File: src/rtl/xc_sha256_pkg.sv
// Shared SHA-256 helpers: rotate/shift primitives, message-schedule sigmas,
// the schedule FSM state type and the block length.
package xc_sha256_pkg;

  localparam int SHA256_MSG_WORDS = 16;

  typedef enum logic {
    LOAD = 1'b0,
    RUN  = 1'b1
  } msched_state_e;

  function automatic logic [31:0] ror32(input logic [31:0] x, input int unsigned n);
    return (x >> n) | (x << (32 - n));
  endfunction

  function automatic logic [31:0] shr32(input logic [31:0] x, input int unsigned n);
    return x >> n;
  endfunction

  function automatic logic [31:0] sigma0(input logic [31:0] x);
    return ror32(x, 7) ^ ror32(x, 18) ^ shr32(x, 3);
  endfunction

  function automatic logic [31:0] sigma1(input logic [31:0] x);
    return ror32(x, 17) ^ ror32(x, 19) ^ shr32(x, 10);
  endfunction

endpackage

File: src/rtl/xc_sha256_sigma.sv
// Combinational message-schedule sigma pair (s0, s1), reusable by the
// schedule datapath and by checkers.
module xc_sha256_sigma
  import xc_sha256_pkg::*;
(
  input  logic [31:0] s0_x,
  input  logic [31:0] s1_x,
  output logic [31:0] s0,
  output logic [31:0] s1
);

  assign s0 = sigma0(s0_x);
  assign s1 = sigma1(s1_x);

endmodule

File: src/rtl/xc_sha256_msched.sv
// SHA-256 message schedule: loads 16 words into a sliding window, then emits
// W[0..ROUNDS-1]. Optional LOAD passthrough: XC_SHA256_MSCHED_PASSTHRU_EN.
module xc_sha256_msched
  import xc_sha256_pkg::*;
#(
  parameter int ROUNDS = 64
) (
  input  logic        g_clk,
  input  logic        g_reset,
  input  logic        flush,
  input  logic        in_valid,
  output logic        in_ready,
  input  logic [31:0] in_data,
  output logic        out_valid,
  input  logic        out_ready,
  output logic [31:0] out_data,
  output logic [5:0]  out_idx,
  output logic        out_last
);

`ifdef XC_SHA256_MSCHED_PASSTHRU_EN
  localparam bit PT = 1'b1;
`else
  localparam bit PT = 1'b0;
`endif
  // In passthrough the load phase already emitted W[0..15]; RUN resumes at 16.
  localparam logic [5:0] T_RUN0   = PT ? 6'(SHA256_MSG_WORDS) : 6'd0;
  localparam logic [5:0] T_LAST   = 6'(ROUNDS - 1);
  localparam bit         PT_SHORT = PT && (ROUNDS == SHA256_MSG_WORDS);

  msched_state_e state, state_nxt;
  logic [3:0]  ld_cnt, ld_nxt;
  logic [5:0]  t, t_nxt;
  logic [SHA256_MSG_WORDS-1:0][31:0] w;
  logic [31:0] w_in, w_next, sig0, sig1;
  logic        shift;

  xc_sha256_sigma u_sigma (
    .s0_x (w[1]),
    .s1_x (w[14]),
    .s0   (sig0),
    .s1   (sig1)
  );

  assign w_next = sig1 + w[9] + sig0 + w[0];

  always_comb begin
    state_nxt = state;
    ld_nxt    = ld_cnt;
    t_nxt     = t;
    shift     = 1'b0;
    w_in      = in_data;
    in_ready  = 1'b0;
    out_valid = 1'b0;
    out_data  = w[0];
    out_idx   = t;
    out_last  = 1'b0;
    case (state)
      LOAD: begin
`ifdef XC_SHA256_MSCHED_PASSTHRU_EN
        in_ready  = out_ready;
        out_valid = in_valid;
        out_data  = in_data;
        out_idx   = {2'b00, ld_cnt};
        out_last  = PT_SHORT && (ld_cnt == 4'd15);
`else
        in_ready  = 1'b1;
`endif
        if (in_valid && in_ready) begin
          shift  = 1'b1;
          ld_nxt = ld_cnt + 4'd1;
          if (ld_cnt == 4'd15) begin
            t_nxt     = PT_SHORT ? 6'd0 : T_RUN0;
            state_nxt = PT_SHORT ? LOAD : RUN;
          end
        end
      end
      RUN: begin
        out_valid = 1'b1;
        // Passthrough keeps W[t-16..t-1] in the window, so W[t] is the new word.
        out_data  = PT ? w_next : w[0];
        out_last  = (t == T_LAST);
        if (out_ready) begin
          shift = 1'b1;
          w_in  = w_next;
          if (t == T_LAST) begin
            state_nxt = LOAD;
            t_nxt     = 6'd0;
            ld_nxt    = 4'd0;
          end else begin
            t_nxt = t + 6'd1;
          end
        end
      end
      default: state_nxt = LOAD;
    endcase
  end

  always_ff @(posedge g_clk or posedge g_reset) begin
    if (g_reset) begin
      state  <= LOAD;
      ld_cnt <= 4'd0;
      t      <= 6'd0;
      w      <= '0;
    end else if (flush) begin
      state  <= LOAD;
      ld_cnt <= 4'd0;
      t      <= 6'd0;
    end else begin
      state  <= state_nxt;
      ld_cnt <= ld_nxt;
      t      <= t_nxt;
      if (shift) w <= {w_in, w[SHA256_MSG_WORDS-1:1]};
    end
  end

endmodule

File: config.mk
export PLATFORM = sky130hd
export DESIGN_NAME = xc_sha256_msched
export DESIGN_NICKNAME = d
export VERILOG_FILES = /design/src/rtl/xc_sha256_pkg.sv /design/src/rtl/xc_sha256_sigma.sv /design/src/rtl/xc_sha256_msched.sv
export SDC_FILE = /design/constraint.sdc
export NUM_CORES = 2
export LEC_CHECK = 0
export ABC_AREA = 1
export BUFFER_PORTS_ARGS = -buffer_cell sky130_fd_sc_hd__buf_2
export CORE_UTILIZATION = 60
export DETAILED_ROUTE_END_ITERATION = 6
export PLACE_DENSITY = 0.88
export SLEW_MARGIN = 5
export SYNTH_ARGS = -nofsm -noshare
export SYNTH_HDL_FRONTEND = slang
export SYNTH_SLANG_ARGS = --single-unit
File: constraint.sdc
create_clock -name g_clk -period 42.8 [get_ports g_clk]
set_input_delay 4.28 -clock g_clk [delete_from_list [all_inputs] [get_ports g_clk]]
set_output_delay 4.28 -clock g_clk [all_outputs]
set_load 0.02 [all_outputs]
Word level (Yosys, flattened, before mapping)
Cells that the tools add are included.

cells by class
  multiply operators = 0
  bitwise gates (word level) = 10
  $lt $le $gt $ge = 0
  mux-type cells = 25
  reduce and logical (&&, ||, !) cells = 3
  equal/unequal tests = 6
  shift-type cells = 0
  divide/modulo/power cells = 0
  $add $sub $neg = 5

operator list
  kind                 number
  $add 32x32->32       3
  $mux 32              2
  $xor 32x32->32       2
  $or 13x32->32        1
  $or 14x32->32        1
  $or 15x32->32        1
  $or 25x32->32        1
  $xor 32x22->32       1
  $xor 32x29->32       1
  $mux 6               5
  $mux 4               4
  $pmux 6 s2           1
  $mux 1               10
  $ne 3x3->1 const B   3
  $pmux 4 s2           1
  $add 6x1->6 const B  1
  $eq 6x6->1 const B   1
  $reduce_and 3->1     2
  $add 4x1->4 const B  1
  $eq 4x4->1 const B   1
  $pmux 1 s2           2
  $ne 3x2->1 const B   1
  $not 1->1            2
  $reduce_and 2->1     1

word-level totals
  bits in latches = 0
  input bits = 37
  logic and storage cells = 68
  memory bits (writable) = 0
  output and inout port bits = 41
  register bits after elaboration = 523
  memories = 0
  ROM bits = 0

Logic depth before layout (Yosys ltp)
  depth in word-level cells = 8
  gate-level depth with buffers = 21
  mapped depth without buffers = 20

Hierarchy
A second synthesis with hierarchy kept.

second synthesis, totals
  cell total of the unflattened synthesis = 3345
  area, all modules = 25894.8 um^2

by module, submodules not included
  module            cells each  times used  area each (um^2)  seq. area each (um^2)
  xc_sha256_msched  2963        1           24332.1           13087.6
  xc_sha256_sigma   382         1           1562.7            0.0

Worst setup path before layout
Ideal clock, no wire load.

  path kind = register -> output
  start = register t[1] (netlist: out_idx[1])
  end = output out_last
  cell stages (with the launch flop) = 6
  arrival = 1.310 ns
  path buffers = 0
  data required time = 38.520 ns
  path slack = 37.210 ns
  cells stage by stage = dfrtp_1 > ha_1 > nand3_1 > nor2_1 > nand2_1 > nor2_1

between the ends
  longest elaborated chain between the ends = 2

RTL lines
  element                 line                     text
  from (decl)             xc_sha256_msched.sv:33   logic [5:0] t, t_nxt;
  from (signal assigned)  xc_sha256_msched.sv:112  t <= t_nxt;
  $eq 6x6->1              xc_sha256_msched.sv:82   out_last = (t == T_LAST);
  $mux 1                  xc_sha256_msched.sv:58   case (state)
  to (decl)               xc_sha256_msched.sv:18   output logic out_last

Every way passes these cells.

Final worst setup path
  start = input out_ready
  end = register w[495] in the netlist's numbering

between the ends
  longest elaborated chain between the ends = 3
  elaborated cells on any way between the ends = 5
  those cells by class = mux: 4; reduce/logical: 1

RTL lines
  element                            line                     text
  from (decl)                        xc_sha256_msched.sv:15   input logic out_ready,
  $mux 1                             xc_sha256_msched.sv:83   if (out_ready) begin
  $pmux 1 s2                         xc_sha256_msched.sv:58
  $reduce_and 2->1 (no source line)  --
  to (signal assigned)               xc_sha256_msched.sv:113  if (shift) w <= {w_in, w[SHA256_MSG_WORDS-1:1]};
  to (decl)                          xc_sha256_msched.sv:34   logic [SHA256_MSG_WORDS-1:0][31:0] w;

Parallel ways exist; a longest one is shown, timed or not.
A chain may end at the register's enable or synchronous reset.

==> impl_metrics.py <==
metrics = {
    "detailed_routing": {
        "drt_iter0_drc": 1926,
        "firstDrtPassIters": 5,
        "ant_nets": 0,
        "drc_errors": 0,
        "detail_route.wl_per_cell_um": 17.2,
        "wl_mm": 61.1,
        "num_vias": 19000,
        "avgViaCountPerCell": 5.34,
    },
    "sta": {
        "hold_violations": 0,
        "finalCritPeriodShare": 0.165,
        "rsz0062_at_grt": "no",
        "maxSlewViolCount": 0,
        "fmax_mhz": 142,
        "tns_ps": 0,
        "fin_hold_ws_ps": 464,
        "relSlewSlack": 0.246,
        "fin_ws_ps": 35740,
        "period_needed_ps": 7060,
        "setup_violations": 0,
        "worst_pin_slew_ps": 1130,
        "clock_skew_ps": 16.3,
    },
    "worst_setup_path": {
        "critPathMaxFanout": 182,
        "cp_num_buf_inv": 3,
        "cp_data_required_time_ps": 43330,
        "crit_path_top_delay_cell": "buf_4",
        "crit_type": "input pin to flop",
        "crit_chain": "buf_2, nand2_2, nand2_4, nand2_8, inv_8, buf_4, o21ai_0, o21ai_1",
        "max_stage_delay_ps": 900,
        "cp.arrival_ps": 7590,
        "crit_path_end_kind": "flop",
        "cp_top_family": "buffers and inverters",
        "crit_path_start_kind": "input pin",
    },
    "global_routing": {
        "grt_pass1_vias": 18300,
        "grtUsageTotal": 0.293,
        "grt_pass1_wl_mm": 98.4,
        "grt_start_max_net_pins": 226,
        "antenna_found_initial": 0,
        "overflow": 0,
    },
    "die": {
        "pin_count": 78,
        "rows": 74,
        "coreArea_um2": 41200,
        "fp.dieW_um": 207,
        "start_util": 0.614,
        "die_area_um2": 43000,
        "die_y_um": 207,
    },
    "finish": {
        "nFillCells": 3212,
        "seqCellArea_um2": 13100,
        "layout-drive-gt1-share": 0.0638,
        "multiInputGateArea_um2": 10100,
        "nets": 3113,
        "diodes": 0,
        "syn_to_final_growth_pct": 7.63,
    },
    "clock_network": {
        "post_cts_buffers": 0,
        "clkSinkCount": 523,
        "cts_resized": 0,
        "ctsHoldBuffers": 0,
        "cts_made_buffers": 52,
        "clk_pin_slew_ps": 60,
        "clock_latency_ps": 620,
        "h-tree-depth": 2,
        "root_buffer": "clkbuf_16",
        "cts_tree": "done",
        "cts_buffer_depth": 3,
    },
    "synthesis": {
        "synth_top_cell_area_share": 0.518,
        "yosysSeqAreaShare": 0.518,
        "syn-mean-instance-area_um2": 8.32,
        "syn_inst": 3039,
        "ys_ff_latch": 523,
        "synth_common_cells": "nand2_1 (1,411), dfrtp_1 (523), inv_1 (274)",
        "yosysTopAreaCell": "dfrtp_1",
        "yosysWarnings": 0,
        "synthesis.area_um2": 25300,
        "synthMostInstantiatedCell": "nand2_1",
        "synth-edff-count": 0,
        "async_reset_ff_frac": 1.00,
        "synth_area_leaders": "dfrtp_1 (52%), nand2_1 (21%), fa_1 (4.9%)",
        "ys_dominant_reg_cell": "dfrtp_1",
        "synth_nets": 3171,
        "synth_cell_types": 35,
    },
    "place": {
        "post-place-ws_ps": 35280,
        "gp_congestion": 0.950,
        "dp_hpwl_mm": 41.9,
        "io_buffers": 77,
    },
    "power_and_ir_drop": {
        "power.density_nw_per_um2": 78.3,
        "p_leak_nw": 14.7,
        "max-vdd-ir-drop_v": 0.0000431,
    },
    "flow_run": {
        "max-cap-violations": 0,
    },
    "run_status": {
        "status": "finished clean",
    },
    "worst_hold_path": {
        "min_path_type": "flop to flop",
    },
}
per-layer routing:
layer	routed length (µm)	track usage	vias to the layer above
met5	0	0	-
met4	2130	0.104	0
met3	4250	0.0563	129
met2	28400	0.454	590
met1	26300	0.417	9263
li1	-	-	8990
where the power goes:
group / total [mW] / switching, mW / internal [mW]
registers: 0.680 / 0.0886 / 0.591
clock network: 0.483 / 0.197 / 0.286
logic: 0.968 / 0.644 / 0.324
total: 2.13 / 0.930 / 1.20
cell families after synthesis:
kind of cell | Yosys count | synth area share
adder cells (fa/ha/maj) | 95 | 0.0654
XOR/XNOR | 130 | 0.0450
flip-flops | 523 | 0.518
AO/OA/AOI/OAI | 244 | 0.0494
AND/OR/NAND/NOR | 1569 | 0.238
buffers and inverters | 478 | 0.0845
cells in the final DEF (no fill, tap or decap), drive strengths merged:
cell and count:
o22ai 1, nor2 94, xnor2 60, nand4 1, a21o 3, a21oi 56
nand2 1416, buf 88, nor3b 1, and3 1, xor2 70, nand3b 1
clkbuf 71, clkinv 17, inv 279, fa 62, nor3 7, o21bai 2
clkinvlp 1, nand3 48, o21ai 178, bufinv 7, a31oi 4, dfrtp 523
ha 33
final timing paths:
path / from / endpoint / slack (ps) / depth (start not counted)
max reg2reg: w[51] / w[509] / 38620 / 18
min in group asynchronous: g_reset / w[91] / 3880 / 2
min reg2reg: w[132] / w[100] / 460 / 2
max: out_ready / w[495] / 35740 / 8
min: w[132] / w[100] / 460 / 2
max in group asynchronous: g_reset / w[133] / 36210 / 4
worst min-delay path, stage by stage (launching register included):
cell and delay (ps):
dfrtp_1 340, nand2_1 50, nand2_1 40
state kept, by name, summed over array words and instances (netlist names):
register,cells
state,1
ld_cnt,4
out_idx,6
w,480
out_data,32
through the flow:
stage          cell area [µm²]  std cells  power (mW)   util
3_5_place_dp             25400       3459        1.62  0.616
6_report                 27200       3556        2.13  0.660
3_3_place_gp             25400       3459        1.61  0.616
4_1_cts                  27200       3556        2.12  0.660
5_1_grt                  27200       3556        2.28  0.660
2_1_floorplan            25300       3039        1.35      -
layout make-up:
class,instances,area share
sequential,523,0.481
multi-input combinational,2038,0.370
clock buffer,71,0.0545
inverter,278,0.0390
tap,532,0.0245
timing repair buffer,88,0.0181
clock inverter,26,0.0128
(Power assumes the default switching activity.)
